`src/rtl/cpu_pipe_pkg.sv`:
```
// Shared pipeline types and constants.
// Register-address width, the zero register and hazard cause codes.
package cpu_pipe_pkg;

  localparam int REG_ADDR_W = 5;
  localparam logic [REG_ADDR_W-1:0] ZERO_REG = 5'd0;

  typedef enum logic [1:0] {
    HZ_NONE,
    HZ_FLUSH,
    HZ_LOADUSE,
    HZ_MD
  } hz_cause_e;

endpackage

```
`src/rtl/pipe_hazard_ctrl_md_busy_timer.sv`:
```
// Mult/div occupancy timer: counts down from MD_LAT after an issue.
// HI/LO are valid again once the count reaches zero.
module md_busy_timer #(
  parameter int MD_LAT = 4
) (
  input  logic clk,
  input  logic rst_n,
  input  logic load,
  output logic md_busy
);

  logic [4:0] md_cnt_d;
  logic [4:0] md_cnt_q;

  always_comb begin
    md_cnt_d = md_cnt_q;
    if (load)
      md_cnt_d = 5'(MD_LAT);
    else if (md_cnt_q != 5'd0)
      md_cnt_d = md_cnt_q - 5'd1;
  end

  always_ff @(posedge clk) begin
    if (!rst_n)
      md_cnt_q <= '0;
    else
      md_cnt_q <= md_cnt_d;
  end

  assign md_busy = (md_cnt_q != 5'd0);

endmodule

```
`src/rtl/pipe_hazard_ctrl.sv`:
```
// Hazard/stall controller: load-use stalls, branch flushes,
// mult/div HI/LO occupancy, plus saturating event counters.
module pipe_hazard_ctrl
  import cpu_pipe_pkg::*;
#(
  parameter int MD_LAT = 4,
  parameter int CNT_W  = 16
) (
  input  logic                  clk,
  input  logic                  rst_n,
  input  logic [REG_ADDR_W-1:0] id_rs,
  input  logic [REG_ADDR_W-1:0] id_rt,
  input  logic                  id_uses_rs,
  input  logic                  id_uses_rt,
  input  logic                  ex_memr,
  input  logic [REG_ADDR_W-1:0] ex_rd,
  input  logic                  ex_branch_taken,
  input  logic                  id_md_start,
  input  logic                  id_md_read,
  output logic                  pc_wr,
  output logic                  if_id_wr,
  output logic                  if_id_flush,
  output logic                  id_ex_stall,
  output logic                  md_issue,
  output logic                  md_busy,
  output logic [CNT_W-1:0]      stall_cnt,
  output logic [CNT_W-1:0]      flush_cnt
);

  logic      lu_haz;
  logic      md_haz;
  hz_cause_e cause;

  logic [CNT_W-1:0] stall_cnt_d, stall_cnt_q;
  logic [CNT_W-1:0] flush_cnt_d, flush_cnt_q;

  md_busy_timer #(
    .MD_LAT (MD_LAT)
  ) u_md_timer (
    .clk     (clk),
    .rst_n   (rst_n),
    .load    (md_issue),
    .md_busy (md_busy)
  );

  assign lu_haz = ex_memr && (ex_rd != ZERO_REG) &&
                  ((id_uses_rs && ex_rd == id_rs) ||
                   (id_uses_rt && ex_rd == id_rt));
  assign md_haz = md_busy && (id_md_read || id_md_start);

  always_comb begin
    cause = HZ_NONE;
    priority case (1'b1)
      ex_branch_taken: cause = HZ_FLUSH;
      lu_haz:          cause = HZ_LOADUSE;
      md_haz:          cause = HZ_MD;
      default:         cause = HZ_NONE;
    endcase
  end

  // Reset values hold the front end frozen with a bubble into EX.
  always_comb begin
    pc_wr       = 1'b0;
    if_id_wr    = 1'b0;
    if_id_flush = 1'b1;
    id_ex_stall = 1'b1;
    md_issue    = 1'b0;
    if (rst_n) begin
      unique case (cause)
        HZ_FLUSH: begin
          pc_wr       = 1'b1;
          if_id_wr    = 1'b1;
          if_id_flush = 1'b1;
          id_ex_stall = 1'b1;
        end
        HZ_LOADUSE, HZ_MD: begin
          pc_wr       = 1'b0;
          if_id_wr    = 1'b0;
          if_id_flush = 1'b0;
          id_ex_stall = 1'b1;
        end
        default: begin
          pc_wr       = 1'b1;
          if_id_wr    = 1'b1;
          if_id_flush = 1'b0;
          id_ex_stall = 1'b0;
          md_issue    = id_md_start;
        end
      endcase
    end
  end

  always_comb begin
    stall_cnt_d = stall_cnt_q;
    flush_cnt_d = flush_cnt_q;
    if ((cause == HZ_LOADUSE || cause == HZ_MD) && !(&stall_cnt_q))
      stall_cnt_d = stall_cnt_q + CNT_W'(1);
    if (cause == HZ_FLUSH && !(&flush_cnt_q))
      flush_cnt_d = flush_cnt_q + CNT_W'(1);
  end

  always_ff @(posedge clk) begin
    if (!rst_n) begin
      stall_cnt_q <= '0;
      flush_cnt_q <= '0;
    end else begin
      stall_cnt_q <= stall_cnt_d;
      flush_cnt_q <= flush_cnt_d;
    end
  end

  assign stall_cnt = stall_cnt_q;
  assign flush_cnt = flush_cnt_q;

endmodule

```
`config.mk`:
```
export PLATFORM = sky130hd
export DESIGN_NAME = pipe_hazard_ctrl
export DESIGN_NICKNAME = d
export VERILOG_FILES = /design/src/rtl/cpu_pipe_pkg.sv /design/src/rtl/pipe_hazard_ctrl_md_busy_timer.sv /design/src/rtl/pipe_hazard_ctrl.sv
export SDC_FILE = /design/constraint.sdc
export NUM_CORES = 1
export LEC_CHECK = 0
export CAP_MARGIN = 20
export CELL_PAD_IN_SITES_DETAIL_PLACEMENT = 0
export CELL_PAD_IN_SITES_GLOBAL_PLACEMENT = 1
export CORE_AREA = 2 2 76 86
export CTS_CLUSTER_SIZE = 24
export DETAILED_ROUTE_END_ITERATION = 7
export DIE_AREA = 0 0 78 88
export HOLD_SLACK_MARGIN = 0.1
export PLACE_DENSITY = 0.9
export REMOVE_ABC_BUFFERS = 1
export SYNTH_ARGS = -nofsm -noshare
export SYNTH_HDL_FRONTEND = slang
export SYNTH_SLANG_ARGS = --single-unit
```
`constraint.sdc`:
```
create_clock -name clk -period 6.65 [get_ports clk]
set_clock_uncertainty 0.1 [all_clocks]
set_input_delay 1.33 -clock clk [delete_from_list [all_inputs] [get_ports clk]]
set_output_delay 1.33 -clock clk [all_outputs]
set_load 0.1 [all_outputs]
```
==> summary by stage <==
Flow run
The tool flagged a number of max-cap violations equal to 0.

Critical path
The arrival time at the worst endpoint is 3890 ps. Traced cell by cell, the critical path runs through clkdlybuf4s50_1, or4_1, o21ai_1, o21a_1, nand3_1, clkdlybuf4s50_1. Together, buffers and inverters on the worst path number 2.

For this run, the slowest stage of the critical path takes 1000 ps. The critical path in this run is classified as in -> out. The largest individual stage delay along the critical path comes from the cell sky130_fd_sc_hd__clkdlybuf4s50_1. The startpoint identified for the worst register-to-register timing path is u_md_timer.md_cnt_q[0].

The worst setup slack for register-to-register paths is 4070 ps. In this run the critical register-to-register path is captured at stall_cnt[5]. The critical path capture point type is an output pin. The worst register-to-register path has a depth of 8. For the worst setup path, the data required time is 5220 ps. In this design, the critical path's most frequently occurring cell is sky130_fd_sc_hd__clkdlybuf4s50_1.

Of all nets on the critical path, the largest fanout is 3. STA classifies the critical path startpoint as an input port. Among cell families on the critical path, the largest total delay comes from buffers and inverters.

Floorplan
The number of rows created at floorplan is 30. The die is 78 um wide. The core region is 6006 um2. Pin placement for this block handled 61 I/O pins. The die is 88 um tall.

The starting density of the core is 33.00%. The full die area is 6864 um2.

Run status
The run finished with clean final reports.

STA
Setup repair after global routing left no endpoint under its margin. The worst path in the final design needs a cycle of 5319 ps, including I/O delays and setup. In the final timing run, aggregate negative setup slack is 0 ps. The achievable clock frequency is 188.0 MHz.

The worst relative slew slack is 33.45%. The number of pins with negative max-slew slack in the final report is 0. Of the available clock period, the critical path in the final layout requires 79.98%. The worst-margin pin slew is 995.2 ps. The final number of hold-violating endpoints is 0. Setup violations remaining at the end of the flow were counted as 0.

Power and ir drop
VDD sags by at most 0.0002710 V. The power density over the cells is 262.1 nW/um2. The static leakage is 0.8954 nW.

Clocking
The number of H-tree levels is 2. The later-pin clock latency in the skew report is 280 ps. The CTS tree is yes. The total setup buffers inserted after CTS is 0. The TritonCTS buffer count is 5. Clock-pin slew was measured on the worst setup and hold paths at 70 ps. The master cell of the clock root buffer is sky130_fd_sc_hd__clkbuf_8. The clock drives 37 sinks. The post-cts hold buffer count is 0. After clock tree synthesis, the repair step resized 0 gates.

The longest clock path from root to sink contains 2 buffers.

Worst hold path
The endpoint with the worst hold slack is u_md_timer.md_cnt_q[4]. The min-delay analysis places its worst path in the category reg -> reg. The launch point of the worst hold path is u_md_timer.md_cnt_q[4].

The worst hold path was traced through 2 stages.

GRT
The number of global-route vias before repair came to 1778. The number of antenna violations at the first check in global routing is 0. The first global-routing pass estimated 8079 um of wire. The total congestion overflow after global routing is 0. Entering global routing, the biggest net connects 33 pins. The total global routing track utilization is 14.65%.

Yosys
Counting distinct cell types in the post-synthesis netlist gives 43. Ranked by total cell area, the synthesized netlist is headed by sky130_fd_sc_hd__dfxtp_1 (37%), sky130_fd_sc_hd__nor2_1 (5.9%), sky130_fd_sc_hd__xnor2_1 (5.7%). The mapped netlist covers 1982 um2. The count of mapped cells out of synthesis is 241.

The average instance in the mapped netlist occupies 8.224 um2. The yosys synthesis warning count is 0. The top cell type's share of synthesized area is 37.37%. The largest area contributor in the synthesized netlist is sky130_fd_sc_hd__dfxtp_1. For this run, the register share of the synthesized area comes to 37.37%.

The post-synthesis sequential element count is 37.

Drt
For this block, the initial DRC count from the detailed router was 35. The total routed wirelength is 4879 um. The detail-routed net length per standard cell is 12.77 um. Dividing the detail-routed via count by the number of cells gives 4.921. For this run, the detailed router's first-pass iteration total came to 4. Across all layers, the routed design uses 1880 vias.

For this run, design rule violations remaining after detail routing come to 0. Once detail routing completed, the nets flagged for antenna violations numbered 0.

Placement
At the end of routability-driven placement, the weighted congestion stood at 0.7601. Summing all placed instances gives a cell area of 2618 um2. The count of buffers inserted at the top-level ports is 60. Once detailed placement completed, the half-perimeter wirelength came to 3563 um.

Cells and area
Fill cells in the final layout number 615. The final instance area is 2698 um2. At the end of the flow, the number of nets in the layout was 328. 0 antenna diodes ended up in the layout. Of the cells placed in the final design, the portion with a size suffix greater than 1 is 5.629%.

The area added between synthesis and finish is 36.11%. The share of the core filled with cells in the final layout is 44.92%.
worst reg2reg max path: stages (launching register included):
cell and delay (ps):
sky130_fd_sc_hd__dfxtp_1 360, sky130_fd_sc_hd__inv_1 70, sky130_fd_sc_hd__ha_1 200, sky130_fd_sc_hd__or4b_1 320, sky130_fd_sc_hd__o21ai_4 130, sky130_fd_sc_hd__a221oi_2 340
sky130_fd_sc_hd__nand2_2 300, sky130_fd_sc_hd__or4_1 550, sky130_fd_sc_hd__a21oi_1 140
flip-flops by register name, indices dropped and copies added (netlist names):
register             count
u_md_timer.md_cnt_q      5
flush_cnt               16
stall_cnt               16
layer usage:
metal | up-vias | track usage [%] | share of wire, % | wire (um)
li1 | 979 | - | - | -
met1 | 846 | 18.65 | 48 | 2324
met2 | 53 | 23.59 | 46 | 2226
met3 | 2 | 4.639 | 6.1 | 298
met4 | 0 | 5.104 | 0.59 | 29
met5 | - | 0 | 0 | 0
Yosys cell counts (all sizes together):
cell type,number
nor3,6
dfxtp,37
o21ai,12
ha,4
o221ai,1
o21a,1
nand2,25
and3,2
a211oi,2
or3,9
nand3,17
a31o,1
nand2b,1
a311o,1
clkbuf,4
a221oi,1
o22a,1
mux2i,2
or4b,1
o311a,1
a41o,1
or4,5
a21oi,15
and4,1
nor4,4
buf,4
xor2,13
inv,9
o211ai,1
a31oi,1
o31ai,4
nor2,31
nor2b,1
xnor2,13
nand4,9
cells in the final DEF (no fill, tap or decap), drive strengths merged, types with 2 or more instances in the layout:
cell,n
nor2,31
xnor2,13
or3,9
xor2,13
nor3,6
nor4,4
and3,2
a211oi,2
a21oi,15
mux2i,2
o21ai,12
dfxtp,37
clkbuf,8
nand3,17
clkdlybuf4s50,57
buf,4
inv,9
ha,4
o31ai,4
or4,5
nand2,25
nand4,9
how the worst max path moves through the flow:
stage / startpoint / to / slack, ps / cells past startpoint
6_report: ex_rd[1] / id_ex_stall / 1330 / 6
5_1_grt: ex_rd[1] / id_ex_stall / 1170 / 6
4_1_cts: ex_rd[1] / id_ex_stall / 1310 / 6
3_5_place_dp: ex_rd[1] / id_ex_stall / 1300 / 6
3_3_place_gp: ex_rd[1] / id_ex_stall / 1360 / 6
2_1_floorplan: ex_rd[1] / if_id_wr / 90 / 4
cells by family (layout without fill, tap and decap cells):
group           count (synthesis)  after routing  share of synthesized area (%)
simple gates                  112            112                          27.97
compound gates                 43             43                          14.65
flops                          37             37                          37.37
xor+xnor                       26             26                          11.49
buf+inv                        17             78                          4.987
fa+ha+maj                       4              4                          2.525
mux                             2              2                          1.010
per-stage QoR:
stage / instances / power (mW) / setup slack (ps) / hold slack, ps
floorplan: 233 / 0.4910 / 90.76 / 342.0
global placement: 374 / 0.5595 / 1362 / 357.0
detailed placement: 374 / 0.5651 / 1303 / 364.9
CTS: 382 / 0.7168 / 1305 / 374.4
global route: 382 / 0.7526 / 1168 / 402.1
finish: 382 / 0.7069 / 1331 / 370.6
where the power goes:
part	internal, mW	leakage [nW]	switching [mW]
sequential	0.240	0.300	0.0167
clock	0.0745	0.0395	0.0755
combinational	0.0938	0.556	0.207
total	0.408	0.895	0.299
area by class of cell:
class	instances	area, um2	area share (%)
clock buffers	8	80.08	2.968
inverters	9	33.78	1.252
multi-input cells	187	1142	42.35
flip-flops and latches	37	740.7	27.46
well taps	80	100.1	3.711
repair buffers	61	600.6	22.26
(Power assumes the default switching activity.)
